===== config.mk =====
export PLATFORM = sky130hd
export DESIGN_NAME = accumulator_alu
export DESIGN_NICKNAME = d
export VERILOG_FILES = /design/src/rtl/accumulator_alu.sv
export SDC_FILE = /design/constraint.sdc
export NUM_CORES = 1
export LEC_CHECK = 0
export CAP_MARGIN = 20
export CORE_MARGIN = 10
export CORE_UTILIZATION = 60
export CTS_CLUSTER_DIAMETER = 120
export DETAILED_ROUTE_END_ITERATION = 16
export GPL_TIMING_DRIVEN = 1
export PLACE_DENSITY = 0.79
export SKIP_CTS_REPAIR_TIMING = 1
export SLEW_MARGIN = 20
export SYNTH_ARGS = -nofsm -noshare
export SYNTH_HDL_FRONTEND = slang
export SYNTH_SLANG_ARGS = --single-unit

===== constraint.sdc =====
create_clock -name CLK -period 4.1 [get_ports CLK]
set_clock_uncertainty 0.05 [all_clocks]
set_input_delay 0.615 -clock CLK [delete_from_list [all_inputs] [get_ports CLK]]
set_output_delay 0.615 -clock CLK [all_outputs]
set_load 0.1 [all_outputs]

===== src/rtl/accumulator_alu.sv =====
// Purpose: 8-bit accumulator ALU; single-cycle load/arith/logic/shift, 8-cycle shift-add unsigned multiply.
// Latency: single-cycle ops write at the accepting edge (DONE next cycle); MUL writes after 8 MUL_RUN edges.
// Backpressure: START is taken only in IDLE; START during BUSY is dropped, never queued.
module accumulator_alu (
    input  logic       CLK,
    input  logic       RST_N,
    input  logic [7:0] OPD,
    input  logic [2:0] OP,
    input  logic       START,
    output logic [7:0] ACC,
    output logic [7:0] HI,
    output logic       CF,
    output logic       ZF,
    output logic       BUSY,
    output logic       DONE
);

    typedef enum logic {
        IDLE    = 1'b0,
        MUL_RUN = 1'b1
    } state_t;

    localparam logic [2:0] OP_LOAD = 3'b000;
    localparam logic [2:0] OP_ADD  = 3'b001;
    localparam logic [2:0] OP_SUB  = 3'b010;
    localparam logic [2:0] OP_AND  = 3'b011;
    localparam logic [2:0] OP_OR   = 3'b100;
    localparam logic [2:0] OP_XOR  = 3'b101;
    localparam logic [2:0] OP_SHL  = 3'b110;
    localparam logic [2:0] OP_MUL  = 3'b111;

    state_t      state;
    state_t      state_nxt;
    logic [2:0]  cnt;
    logic [7:0]  mcand;
    logic [7:0]  mplier;
    logic [15:0] pp;
    logic [15:0] pp_nxt;
    logic        accept;
    logic        last_step;
    logic [7:0]  alu_res;
    logic        alu_cf;

    assign accept    = START && (state == IDLE);
    assign last_step = (state == MUL_RUN) && (cnt == 3'd7);
    assign BUSY      = (state == MUL_RUN);

    // Next-state logic: enter MUL_RUN on an accepted multiply, leave after the 8th step.
    always_comb begin
        state_nxt = state;
        case (state)
            IDLE:    if (accept && (OP == OP_MUL)) state_nxt = MUL_RUN;
            MUL_RUN: if (cnt == 3'd7)              state_nxt = IDLE;
            default: state_nxt = IDLE;
        endcase
    end

    // Single-cycle result and carry for the non-multiply opcodes.
    always_comb begin
        alu_res = ACC;
        alu_cf  = 1'b0;
        case (OP)
            OP_LOAD: alu_res = OPD;
            OP_ADD:  {alu_cf, alu_res} = {1'b0, ACC} + {1'b0, OPD};
            OP_SUB:  begin
                alu_res = ACC - OPD;
                alu_cf  = (ACC < OPD);
            end
            OP_AND:  alu_res = ACC & OPD;
            OP_OR:   alu_res = ACC | OPD;
            OP_XOR:  alu_res = ACC ^ OPD;
            OP_SHL:  begin
                alu_res = {ACC[6:0], 1'b0};
                alu_cf  = ACC[7];
            end
            default: begin
                alu_res = ACC;
                alu_cf  = 1'b0;
            end
        endcase
    end

    // One shift-add step: add the multiplicand shifted to the current multiplier bit position.
    always_comb begin
        pp_nxt = pp;
        if (mplier[cnt]) pp_nxt = pp + ({8'd0, mcand} << cnt);
    end

    // State register.
    always_ff @(posedge CLK or negedge RST_N) begin
        if (!RST_N) state <= IDLE;
        else        state <= state_nxt;
    end

    // Multiply working registers; loaded on accept, stepped every MUL_RUN cycle.
    always_ff @(posedge CLK or negedge RST_N) begin
        if (!RST_N) begin
            cnt    <= 3'd0;
            mcand  <= 8'd0;
            mplier <= 8'd0;
            pp     <= 16'd0;
        end else if (accept && (OP == OP_MUL)) begin
            cnt    <= 3'd0;
            mcand  <= OPD;
            mplier <= ACC;
            pp     <= 16'd0;
        end else if (state == MUL_RUN) begin
            cnt <= cnt + 3'd1;
            pp  <= pp_nxt;
        end
    end

    // Architectural results and flags; they only move when an op completes, so they hold during MUL_RUN.
    always_ff @(posedge CLK or negedge RST_N) begin
        if (!RST_N) begin
            ACC  <= 8'd0;
            HI   <= 8'd0;
            CF   <= 1'b0;
            ZF   <= 1'b0;
            DONE <= 1'b0;
        end else begin
            DONE <= 1'b0;
            if (last_step) begin
                {HI, ACC} <= pp_nxt;
                CF        <= (pp_nxt[15:8] != 8'd0);
                ZF        <= (pp_nxt == 16'd0);
                DONE      <= 1'b1;
            end else if (accept && (OP != OP_MUL)) begin
                ACC  <= alu_res;
                CF   <= alu_cf;
                ZF   <= (alu_res == 8'd0);
                DONE <= 1'b1;
            end
        end
    end

endmodule

==> metrics.yaml, run 1 <==
status: "finished, final reports clean"
insertion_delay_ns: 0.32
die-area_sq_um: 12100
rows: 32
fp.dieW_um: 110
max_stage_delay_ns: 0.48
fill_cells: 650
crit_arrival_ns: 4.05
wirelength_um: 13700
tightest_slew_ns: 1.01
io_buffers: 33
reg2reg_depth: 13
cts_tree: "done"
finalInstanceArea_sq_um: 5460
min_period_ns: 3.94
clkTransAtPathRegs_ns: 0.11
grt_pass1_vias: 4425
top_layer: "met4"
fin_crit_sh: 0.961
core_sq_um: 7810
initial_core_util: 0.622
worstHoldPathType: "primary input to asynchronous set/reset pin"
final_nets: 679
dp_hpwl_um: 10600
rsz0062_at_grt: "no"
dp_cells: 712
wl_met1_um: 6380
critical-path-slowest-cell: "dfrtp_2"
dr_wl_met3_um: 1050
grt-ovfl-total: 0
synthArstFlopShare: 1.00
htreeDepth: 2
startpoint_type: "flip-flop"
r2r_slack_ns: 0.16
vias: 4618
fin_util: 0.700
ys_warn_count: 0
grt_max_degree: 40
synth-edff-count: 0
r2r-end: "CF"
avgSynthCellArea_sq_um: 8.22
critPathCaptureType: "flip-flop"
ys_ff_latch: 55
cap_viol_max_count: 0
hold_viol: 0
met2_wirelength_um: 6140
cts.sinks: 55
grt_usage: 0.234
drtIter0Drc: 431
grt_pass1_wl_um: 22800
finalMaxSlewViolations: 0
ys_seq_area_frac: 0.283
synthToLayoutAreaGrowth_pct: 12.4
crit_type: "flip-flop to flip-flop"
first_pass_iters: 5
routed_via_density: 6.38
avgRoutedWirePerCell_um: 19.0
cts_buffers: 5
cp_max_fo: 8
cts.path.max_buffers: 2
antenna_found_initial: 0
drc: 0
place_area_sq_um: 5310
tns_ns: 0
synth_flop_cell: "dfrtp_1"
antenna_cells: 0
syn_area_sq_um: 4860
crit_required_ns: 4.21
finalNonFillerCells: 724
drive_gt1_frac: 0.0788
synth_cells: 591
syn_nets: 649
finalSetupViolations: 0
r2r_start: "cnt[0]"
cts_root_buf: "clkbuf_8"
synth_cell_types: 66
relSlewSlack: 0.324
crit_chain: "buf_4, mux2i_1, mux2_2, o22ai_1, ha_1, a21oi_1, nor2b_1, o41a_1, a31o_1, a311oi_1, a41oi_1, nor4b_2, o221ai_1"
max_freq_mhz: 254
fp.dieH_um: 110
gp_congestion: 0.962
pin_count: 34
antenna_left: 0
-- metal layers --
| layer | GRT usage | up-vias |
|---|---|---|
| li1 | - | 2219 |
| met1 | 0.335 | 2208 |
| met2 | 0.351 | 174 |
| met3 | 0.0522 | 17 |
| met4 | 0.0567 | 0 |
| met5 | 0 | - |
-- worst max-delay path by stage --
stage,startpoint,endpoint,depth (start not counted)
2_1_floorplan,cnt[0],CF,13
3_3_place_gp,cnt[0],CF,14
3_5_place_dp,cnt[0],CF,14
4_1_cts,cnt[0],CF,14
5_1_grt,cnt[0],CF,13
6_report,cnt[0],CF,13
-- area by class of cell --
| type | instances | area (sq um) | share of cell area |
|---|---|---|---|
| clock buffers | 6 | 82.6 | 0.0151 |
| clock inverters | 2 | 16.3 | 0.00298 |
| inverters | 36 | 135 | 0.0247 |
| well taps | 102 | 128 | 0.0234 |
| repair buffers | 52 | 468 | 0.0857 |
| multi-input cells | 471 | 3260 | 0.596 |
| flip-flops and latches | 55 | 1380 | 0.252 |
-- synthesized netlist by cell type (all sizes together), types with 11 or more instances --
cell	n	area, sq um
nand2b	13	81.3
nand3	15	75.1
and3	12	75.1
inv	34	128
nor2	36	135
dfrtp	55	1380
a21oi	29	145
mux2i	22	220
clkbuf	26	97.6
o21ai	61	309
nor3	11	55.1
nand2	76	285
ha	41	513
-- cell families (layout without fill, tap and decap cells) --
kind of cell    count (synthesis)  after routing  share of synthesized area
fa+ha+maj                      44             44                      0.118
flops                          55             55                      0.283
simple gates                  202            202                      0.202
buf+inv                        65             96                     0.0507
xor+xnor                       12             12                     0.0232
mux                            35             35                     0.0832
compound gates                178            178                      0.240
-- through the flow --
step	setup slack (ns)	hold WS [ns]
after floorplan	0.333	0.269
after global placement	0.233	0.417
after detailed placement	0.119	0.421
after CTS	0.0759	0.329
after global routing	0.0123	0.358
final	0.161	0.305
-- cells in the final DEF (no fill, tap or decap), types with 6 or more instances in the layout --
cell type	synthesis	layout
clkbuf_8	0	6
xnor2_1	8	8
o211ai_1	8	8
buf_4	0	19
nand3_1	15	15
dfrtp_1	55	54
mux2i_1	22	22
nor3_1	11	11
mux2_2	8	8
nand2b_1	13	13
clkdlybuf4s50_1	0	32
nor2b_1	9	9
nor2_1	36	36
a21o_1	9	9
and3_1	12	12
ha_1	41	41
or3_1	6	6
o22ai_1	9	9
inv_1	34	34
nand2_1	76	76
o21ai_0	58	58
a21oi_1	29	29
-- critical path: cells and delay by family, from the launching register on --
kind,cells,cell delay [ns]
flip-flops,1,0.48
AND/OR/NAND/NOR,2,0.47
buffers and inverters,1,0.16
AO/OA/AOI/OAI,7,1.92
multiplexers,2,0.43
adder cells (fa/ha/maj),1,0.30
-- flip-flops by register name (all words and copies together) (netlist names) --
signal and flops:
pp 16, ACC 8, HI 8, mcand 8, mplier 8, cnt 3
BUSY 1, CF 1, DONE 1, ZF 1
Power of run 1 is left out: the tool's default activity adds up to more than one toggle a clock period on the data nets, which glitch-free logic cannot reach.
==> inputs of run 2 (changes only) <==
--- a/config.mk
+++ b/config.mk
@@ -6,9 +6,7 @@
 export NUM_CORES = 1
 export LEC_CHECK = 0
 export CAP_MARGIN = 20
-export CORE_MARGIN = 10
 export CORE_UTILIZATION = 60
-export CTS_CLUSTER_DIAMETER = 120
 export DETAILED_ROUTE_END_ITERATION = 16
 export GPL_TIMING_DRIVEN = 1
 export PLACE_DENSITY = 0.79
==> constraint.sdc (replaced) <==
create_clock -name CLK -period 3.9 [get_ports CLK]
set_clock_uncertainty 0.05 [all_clocks]
set_input_delay 0.585 -clock CLK [delete_from_list [all_inputs] [get_ports CLK]]
set_output_delay 0.585 -clock CLK [all_outputs]
set_load 0.1 [all_outputs]
==> metrics.yaml, run 2 (same netlist as run 1, synthesis figures left out) <==
avgRoutedWirePerCell_um: 18.7  # was 19.0 um
final_nets: 686  # was 679
cts_buffers: 5  # unchanged
io_buffers: 33  # unchanged
fp.dieW_um: 92.0  # was 110 um
cp.buffers_inverters: 1  # unchanged
die-area_sq_um: 8460  # was 12100 sq um
cts_root_buf: "clkbuf_8"  # unchanged
synthToLayoutAreaGrowth_pct: 14.4  # was 12.4%
fp.dieH_um: 92.0  # was 110 um
antenna_left: 0  # unchanged
crit_type: "flip-flop to flip-flop"  # unchanged
htreeDepth: 2  # unchanged
layout_commonest_cell: "nand2_1"  # unchanged
rsz0062_at_grt: "yes"  # was no
clkTransAtPathRegs_ns: 0.11  # about the same
worstHoldPathType: "primary input to asynchronous set/reset pin"  # unchanged
tightest_slew_ns: 0.986  # was 1.01 ns
relSlewSlack: 0.340  # was 0.324
wirelength_um: 13600  # was 13700 um
grt_usage: 0.333  # was 0.234
tns_ns: 0  # unchanged
vias: 4692  # was 4618
grt_pass1_vias: 4383  # was 4425
drc: 0  # unchanged
critPathCaptureType: "flip-flop"  # unchanged
pin_count: 34  # unchanged
grt-ovfl-total: 0  # unchanged
antenna_found_initial: 0  # unchanged
finalMaxSlewViolations: 0  # unchanged
routed_via_density: 6.42  # was 6.38
drtIter0Drc: 401  # was 431
hold_viol: 0  # unchanged
status: "finished, final reports clean"  # unchanged
core_sq_um: 7770  # was 7810 sq um
cp_max_fo: 8  # unchanged
insertion_delay_ns: 0.32  # about the same
largest_reg_flops: 16  # unchanged
drive_gt1_frac: 0.102  # was 0.0788
fin_crit_sh: 0.977  # was 0.961
finalSetupViolations: 0  # unchanged
startpoint_type: "flip-flop"  # unchanged
critPathLaunch: "cnt[0]"  # unchanged
cts.sinks: 55  # unchanged
dp_hpwl_um: 10200  # was 10600 um
cts.path.max_buffers: 2  # unchanged
crit_required_ns: 4.01  # was 4.21 ns
gp_congestion: 0.980  # was 0.962
max_stage_delay_ns: 0.50  # was 0.48 ns
antenna_cells: 0  # unchanged
crit_chain: "buf_4, mux2i_1, mux2_2, o22ai_1, ha_1, a21oi_2, nor2b_1, o41a_1, a31o_1, a311oi_2, a41oi_2, nor4b_4, o221ai_1"  # was buf_4, mux2i_1, mux2_2, o22ai_1, ha_1, a21oi_1, nor2b_1, o41a_1, a31o_1, a311oi_1, a41oi_1, nor4b_2, o221ai_1
path_delay_family: "compound AO/OA/AOI/OAI gates"  # unchanged
first_pass_iters: 5  # unchanged
cap_viol_max_count: 0  # unchanged
final_cell_mix: "nand2_1, o21ai_0, dfrtp_1"  # unchanged
max_freq_mhz: 262  # was 254 MHz
regMostFlops: "pp"  # unchanged
initial_core_util: 0.626  # was 0.622
r2r_start: "cnt[0]"  # unchanged
cts_tree: "done"  # unchanged
rows: 32  # unchanged
grt_max_degree: 41  # was 40
critical-path-slowest-cell: "dfrtp_2"  # unchanged
grt_pass1_wl_um: 22200  # was 22800 um
min_period_ns: 3.81  # was 3.94 ns
crit_arrival_ns: 3.93  # was 4.05 ns
## run 2: area by class of cell
| type | instances | area [sq um] |
|---|---|---|
| Multi-Input combinational cell | 471 | 3290 |
| Fill cell | 607 | 2210 |
| Sequential cell | 55 | 1380 |
| Timing Repair Buffer | 59 | 518 |
| Inverter | 36 | 135 |
| Tap cell | 102 | 128 |
| Clock buffer | 5 | 68.8 |
| Clock inverter | 3 | 47.5 |
## run 2: through the flow
step	cells	hold WS [ns]	setup WS, ns	area (sq um)	util
detailed placement	720	0.423	-0.0275	5370	0.692
CTS	728	0.209	-0.0986	5490	0.707
floorplan	591	0.239	0.133	4860	-
global placement	720	0.414	0.116	5370	0.692
finish	731	0.187	0.0892	5560	0.716
global route	731	0.226	-0.0834	5560	0.716
## run 2: worst register-to-register path: cells and delay by family (launching register included)
family | cells | cell delay (ns)
AO/OA/AOI/OAI | 7 | 1.82
adder cells (fa/ha/maj) | 1 | 0.31
buffers and inverters | 1 | 0.17
flip-flops | 1 | 0.50
multiplexers | 2 | 0.41
AND/OR/NAND/NOR | 2 | 0.41
## run 2: metal layers
layer	GRT usage	vias up	part of all wire	wire length, um
li1	-	2224	-	-
met1	0.501	2236	0.45	6190
met2	0.516	216	0.45	6170
met3	0.0439	16	0.083	1130
met4	0.0573	0	0.012	159
met5	0	-	0	0
## run 2: final timing paths
path,end,slack [ns],cells after the start
min,ACC[0],0.19,1
max reg2reg,CF,0.09,13
min reg2reg,mplier[3],0.45,2
max in group asynchronous,HI[7],2.80,2
max,CF,0.09,13
min in group CLK,mplier[3],0.45,2
Power of run 2 is left out for the same reason.
